<file path="config.mk">
export PLATFORM = sky130hd
export DESIGN_NAME = fabric_ingress_arbiter
export DESIGN_NICKNAME = d
export VERILOG_FILES = /design/src/rtl/fabric_ingress_arbiter_pkg.sv /design/src/rtl/fabric_ingress_arbiter_rr_picker.sv /design/src/rtl/fabric_ingress_arbiter.sv
export SDC_FILE = /design/constraint.sdc
export NUM_CORES = 1
export LEC_CHECK = 0
export ABC_CLOCK_PERIOD_IN_PS = 3400
export BUFFER_PORTS_ARGS = -buffer_cell sky130_fd_sc_hd__buf_2
export CAP_MARGIN = 20
export CORE_AREA = 10 10 148 150
export DETAILED_ROUTE_END_ITERATION = 12
export DIE_AREA = 0 0 158 160
export PLACE_DENSITY = 0.61
export SLEW_MARGIN = 15
export SYNTH_ARGS = -nofsm -noshare
export SYNTH_HDL_FRONTEND = slang
export SYNTH_SLANG_ARGS = --single-unit
</file>
<file path="constraint.sdc">
create_clock -name clk_fabric -period 3.4 [get_ports clk_fabric]
set_input_delay 0.51 -clock clk_fabric [delete_from_list [all_inputs] [get_ports clk_fabric]]
set_output_delay 0.51 -clock clk_fabric [all_outputs]
set_load 0.005 [all_outputs]
</file>
<file path="src/rtl/fabric_ingress_arbiter_pkg.sv">
// Shared types for the fabric ingress arbiter: arbiter state encoding and
// the default crossbar data width.
package fabric_ingress_arbiter_pkg;

   localparam int unsigned FABRIC_DATA_WIDTH = 64;

   typedef enum logic [1:0] {
      IDLE,
      BUSY,
      ABORT,
      DRAIN
   } arb_state_t;

endpackage

</file>
<file path="src/rtl/fabric_ingress_arbiter_rr_picker.sv">
// Combinational round-robin picker: selects the first requester strictly
// after last_grant, wrapping around.
module fabric_rr_picker #(
   parameter int unsigned NUM_PORTS = 4,
   parameter int unsigned SRC_WIDTH = $clog2(NUM_PORTS)
) (
   input  logic [NUM_PORTS-1:0] requests,
   input  logic [SRC_WIDTH-1:0] last_grant,
   output logic [SRC_WIDTH-1:0] grant,
   output logic                 grant_valid
);

   logic [SRC_WIDTH-1:0] idx;

   always_comb begin
      grant       = '0;
      grant_valid = 1'b0;
      idx         = '0;
      // Scan farthest-to-nearest so the nearest requester after last_grant
      // is the final (winning) assignment.
      for (int unsigned i = NUM_PORTS; i > 0; i--) begin
         idx = SRC_WIDTH'((32'(last_grant) + i) % NUM_PORTS);
         if (requests[idx]) begin
            grant       = idx;
            grant_valid = 1'b1;
         end
      end
   end

endmodule

</file>
<file path="src/rtl/fabric_ingress_arbiter.sv">
// Frame-granular round-robin arbiter onto the crossbar ingress with a
// registered output stage. Optional mid-frame watchdog: FABRIC_ARB_WATCHDOG_EN.
module fabric_ingress_arbiter
   import fabric_ingress_arbiter_pkg::*;
#(
   parameter int unsigned NUM_PORTS  = 4,
   parameter int unsigned DATA_WIDTH = FABRIC_DATA_WIDTH,
   parameter int unsigned TIMEOUT    = 1024,
   parameter int unsigned SRC_WIDTH  = $clog2(NUM_PORTS)
) (
   input  logic                              clk_fabric,
   input  logic                              rst,
   input  logic [NUM_PORTS-1:0]              in_tvalid,
   output logic [NUM_PORTS-1:0]              in_tready,
   input  logic [NUM_PORTS*DATA_WIDTH-1:0]   in_tdata,
   input  logic [NUM_PORTS*DATA_WIDTH/8-1:0] in_tkeep,
   input  logic [NUM_PORTS-1:0]              in_tlast,
   input  logic [NUM_PORTS-1:0]              in_tuser,
   output logic                              out_tvalid,
   input  logic                              out_tready,
   output logic [DATA_WIDTH-1:0]             out_tdata,
   output logic [DATA_WIDTH/8-1:0]           out_tkeep,
   output logic                              out_tlast,
   output logic                              out_tuser,
   output logic [SRC_WIDTH-1:0]              out_tsrc,
   output logic [15:0]                       abort_count
);

   localparam int unsigned KEEP_WIDTH = DATA_WIDTH / 8;

   if (NUM_PORTS < 2 || TIMEOUT < 1 || TIMEOUT > 65536) begin : g_cfg_check
      $error("fabric_ingress_arbiter: unsupported NUM_PORTS/TIMEOUT");
   end

   arb_state_t             state, state_nxt;
   logic [SRC_WIDTH-1:0]   grant, pick;
   logic                   pick_valid;
   logic                   out_free, load_beat, load_abort, timed_out;
   logic                   sel_tvalid, sel_tlast, sel_tuser;
   logic [DATA_WIDTH-1:0]  sel_tdata;
   logic [KEEP_WIDTH-1:0]  sel_tkeep;

   // grant doubles as last_grant: it is only reloaded on an IDLE pass.
   fabric_rr_picker #(
      .NUM_PORTS (NUM_PORTS),
      .SRC_WIDTH (SRC_WIDTH)
   ) u_picker (
      .requests    (in_tvalid),
      .last_grant  (grant),
      .grant       (pick),
      .grant_valid (pick_valid)
   );

   assign sel_tvalid = in_tvalid[grant];
   assign sel_tlast  = in_tlast[grant];
   assign sel_tuser  = in_tuser[grant];
   assign sel_tdata  = in_tdata[32'(grant)*DATA_WIDTH +: DATA_WIDTH];
   assign sel_tkeep  = in_tkeep[32'(grant)*KEEP_WIDTH +: KEEP_WIDTH];

   assign out_free  = !out_tvalid || out_tready;
   assign load_beat = (state == BUSY) && out_free && sel_tvalid;

`ifdef FABRIC_ARB_WATCHDOG_EN
   logic [15:0] idle_cnt;
   logic [15:0] abort_cnt;

   assign timed_out   = (state == BUSY) && !sel_tvalid && (idle_cnt == 16'(TIMEOUT - 1));
   assign load_abort  = (state == ABORT) && out_free;
   assign abort_count = abort_cnt;

   always_ff @(posedge clk_fabric) begin
      if (rst || state != state_nxt || state != BUSY || sel_tvalid) begin
         idle_cnt <= '0;
      end else begin
         idle_cnt <= idle_cnt + 16'd1;
      end
   end

   always_ff @(posedge clk_fabric) begin
      if (rst) begin
         abort_cnt <= '0;
      end else if (load_abort && abort_cnt != '1) begin
         abort_cnt <= abort_cnt + 16'd1;
      end
   end
`else
   assign timed_out   = 1'b0;
   assign load_abort  = 1'b0;
   assign abort_count = '0;
`endif

   always_comb begin
      state_nxt = state;
      in_tready = '0;
      case (state)
         IDLE: begin
            if (pick_valid) state_nxt = BUSY;
         end
         BUSY: begin
            in_tready[grant] = out_free;
            if (load_beat && sel_tlast) state_nxt = IDLE;
            else if (timed_out)         state_nxt = ABORT;
         end
`ifdef FABRIC_ARB_WATCHDOG_EN
         ABORT: begin
            if (out_free) state_nxt = DRAIN;
         end
         DRAIN: begin
            in_tready[grant] = 1'b1;
            if (sel_tvalid && sel_tlast) state_nxt = IDLE;
         end
`endif
         default: state_nxt = IDLE;
      endcase
   end

   always_ff @(posedge clk_fabric) begin
      if (rst) begin
         state <= IDLE;
         grant <= SRC_WIDTH'(NUM_PORTS - 1);
      end else begin
         state <= state_nxt;
         if (state == IDLE && pick_valid) grant <= pick;
      end
   end

   always_ff @(posedge clk_fabric) begin
      if (rst) begin
         out_tvalid <= 1'b0;
         out_tdata  <= '0;
         out_tkeep  <= '0;
         out_tlast  <= 1'b0;
         out_tuser  <= 1'b0;
         out_tsrc   <= '0;
      end else if (load_beat) begin
         out_tvalid <= 1'b1;
         out_tdata  <= sel_tdata;
         out_tkeep  <= sel_tkeep;
         out_tlast  <= sel_tlast;
         out_tuser  <= sel_tuser;
         out_tsrc   <= grant;
      end else if (load_abort) begin
         out_tvalid <= 1'b1;
         out_tdata  <= '0;
         out_tkeep  <= '0;
         out_tlast  <= 1'b1;
         out_tuser  <= 1'b1;
         out_tsrc   <= grant;
      end else if (out_tready) begin
         out_tvalid <= 1'b0;
      end
   end

endmodule

</file>
==> summary.md <==
| Metric | Value |
|---|---|
| H-Tree Depth | 3 |
| Post-CTS sizing | 0 |
| Met1 GRT Util | 16.2% |
| Final WL | 20.7 mm |
| Mean routed wirelength per cell | 19.0 µm |
| Power, Total | about 0.0045 W |
| Setup violators final | 0 |
| Largest cells by area after synthesis | mux4_2, dfxtp_1, nand2_1 |
| Cell Area, Synth | between 0.005 and 0.006 mm² |
| Port-buffer cells | between 300 and 400 |
| Seq cells post-synth | 80 |
| Worst-path maximum fanout | 72 |
| Initial Utilization | approximately a quarter |
| Layout cells sized above 1 | 58.9% |
| Core region area | 0.0191 mm² |
| Hold WS | 0.449 ns |
| Initial antenna violation count | 1 |
| Hold-fix buffers, CTS | 0 |
| Status | completed |
| Clock sinks | 80 |
| Gpl congestion | 0.801 |
| Top FF cell, synth | dfxtp_1 |
| Die height | 160 µm |
| Sequential area share after synthesis | 31.9% |
| Drt pass-1 iters | 4 |
| CTS tree | built |
| CP Buf/Inv Count | 2 |
| Tcrit/Tclk final | 79.4% |
| Clock Tree Root | clkbuf_16 |
| Static leakage | 3.45 nW |
| DIE WIDTH | 158 µm |
| Initial DRC Count | 244 |
| Warning count from the yosys run | 0 |
| Peak ir drop on the vdd network | roughly 0.45 mV |
| Hpwl dp | 16.9 mm |
| Cells after Synth | 498 |
| Filler cell count | ~2000 |
| Crit Path Category | reg -> out |
| Met3 Track Usage GR | 6.37% |
| Slew @ Worst Pin | 0.959 ns |
| DR vias | 5222 |
| CP Capture Type | output pin |
| Max Clk Rate | between 300 and 400 MHz |
| Worst Path Required | 2.89 ns |
| Clock latency on the worst-skew pair | 0.33 ns |
| CP Launch Type | flop |
| Mean Syn Cell Area | a little over 10 µm² |
| Largest net degree at the start of global routing | 85 |
| CTS Buf Count | 9 |
| Nets@finish | around 1200 |
| Hold Crit Class | reg -> reg |
| Via/cell ratio | 4.79 |
| Area Overhead vs Synth | 45.0% |
| First-pass GRT wire length | 30.7 mm |
| Rows | 51 |
| EDFF count, synth | 0 |
| Number of global-route vias before repair | 5667 |
| Post-CTS Setup Bufs | 0 |
| Max Slew Vio Count | 0 |
| Ys async rst share | 0% |
| Clock buffer depth | 2 |
| Ports | 400 |
| Total GRT Usage | 15.3% |
| Slowest-stage cell, CP | buf_4 |
| Remaining antenna violation count after routing | 0 |
| M2 GR Usage | 27.1% |
| Commonest cells post-synth | nand2_1, dfxtp_1, a21oi_1 |
| Post-layout min period | 2.70 ns |
| Max-cap viol count | 0 |
| PD cells | around 610 mW/mm² |
| Busiest grt layer | met2 |
| Final hold violations | 0 |
| Max-Slew Margin vs Limit | 36.0% |
| CP cell instances | buf_4, ha_1, and3_1, buf_2 |
| Yosys cell types | 32 |
| Full die area | 0.0253 mm² |
| CTS clk-pin slew, worst paths | 0.06 ns |
| Clock skew | 0.0117 ns |
| Setup TNS | 0 ns |
| CP max stage delay | 0.76 ns |
| Drc violations | 0 |
| Critical Path AT | roughly 2.2 ns |
| CP top delay family | buffers and inverters |
| Most common cell in the netlist | nand2_1 |
| Grt ovf | 0 |
| Area share of the largest cell type after synthesis | between 30 and 40% |
| Ant diodes | 0 |
| RSZ-0062 raised after global routing | no |
| Leading area contributor after synthesis | mux4_2 |
==> metrics by stage <==
stage          setup slack (ns)  std cells  util, %  instance area, µm²
6_report                  0.701       1091     38.1                7280
5_1_grt                   0.512       1091     38.1                7280
4_1_cts                   0.605       1091     38.1                7280
3_5_place_dp              0.972       1075     36.6                6980
3_3_place_gp               1.01       1075     36.6                6980
2_1_floorplan              1.51        513        -                5080
==> layout by cell type (no fill, tap or decap), drive strengths merged <==
cell type / instances
or3: 1
a31oi: 1
nand3: 3
nor2: 10
or4: 1
mux4: 75
o311a: 1
nand2b: 3
clkinvlp: 1
mux2i: 4
a2111o: 1
a211oi: 3
a21oi: 79
and3: 5
nor2b: 1
dfxtp: 80
clkinv: 3
inv: 4
ha: 4
nor3: 1
o21ai: 3
buf: 387
o211ai: 1
conb: 16
a311oi: 1
clkbuf: 10
nand2: 151
nor4b: 1
bufinv: 1
o21a: 1
==> layout make-up <==
type / count / area [µm²] / area share (%)
Multi-Input combinational cell: 367 / 3100 / 42.6
Timing Repair Buffer: 387 / 1960 / 27.0
Sequential cell: 80 / 1610 / 22.1
Tap cell: 238 / 298 / 4.09
Clock buffer: 10 / 229 / 3.15
Clock inverter: 6 / 68.8 / 0.946
Inverter: 3 / 11.3 / 0.155
==> layer usage <==
metal,vias to the layer above,routed length [µm]
met5,-,0
met4,0,369
met1,2483,7670
li1,2468,-
met3,18,2360
met2,253,10300
==> path summary, 6_finish.rpt <==
check                                     end  cells after the start  slack [ns]     startpoint
worst max register to register  out_tdata[18]                      5        1.15       grant[1]
worst min register to register  out_tdata[15]                      2        0.45  out_tdata[15]
worst max-delay path             in_tready[3]                      4        0.70       grant[1]
worst min-delay path            out_tdata[15]                      2        0.45  out_tdata[15]
==> sequential cells by signal, summed over array words and instances (netlist names) <==
| name | flops |
|---|---|
| state | 1 |
| out_tlast | 1 |
| out_tuser | 1 |
| out_tdata | 64 |
| out_tvalid | 1 |
| out_tsrc | 2 |
| out_tkeep | 8 |
| grant | 2 |
==> cells by family after synthesis <==
family,Yosys count,share of synthesized area (%)
other,1,0.0747
DFF,80,31.9
muxes,79,34.4
buffers and inverters,66,7.83
adders and majority gates,4,0.997
and+or+nand+nor,177,15.0
AOI/OAI and AO/OA,91,9.75
==> where the power goes <==
group / internal (W) / switching (W)
clock: 0.000573 / 0.000402
combinational: 0.00115 / 0.00105
sequential: 0.00113 / 0.000136
total: 0.00286 / 0.00159
==> worst reg2reg max path, delay by kind of cell (launching register included) <==
kind / cells / cell delay, ns
AND/OR/NAND/NOR: 2 / 0.78
buffers and inverters: 1 / 0.43
flip-flops: 1 / 0.42
multiplexers: 1 / 0.41
AO/OA/AOI/OAI: 1 / 0.13
(Power assumes the default switching activity.)
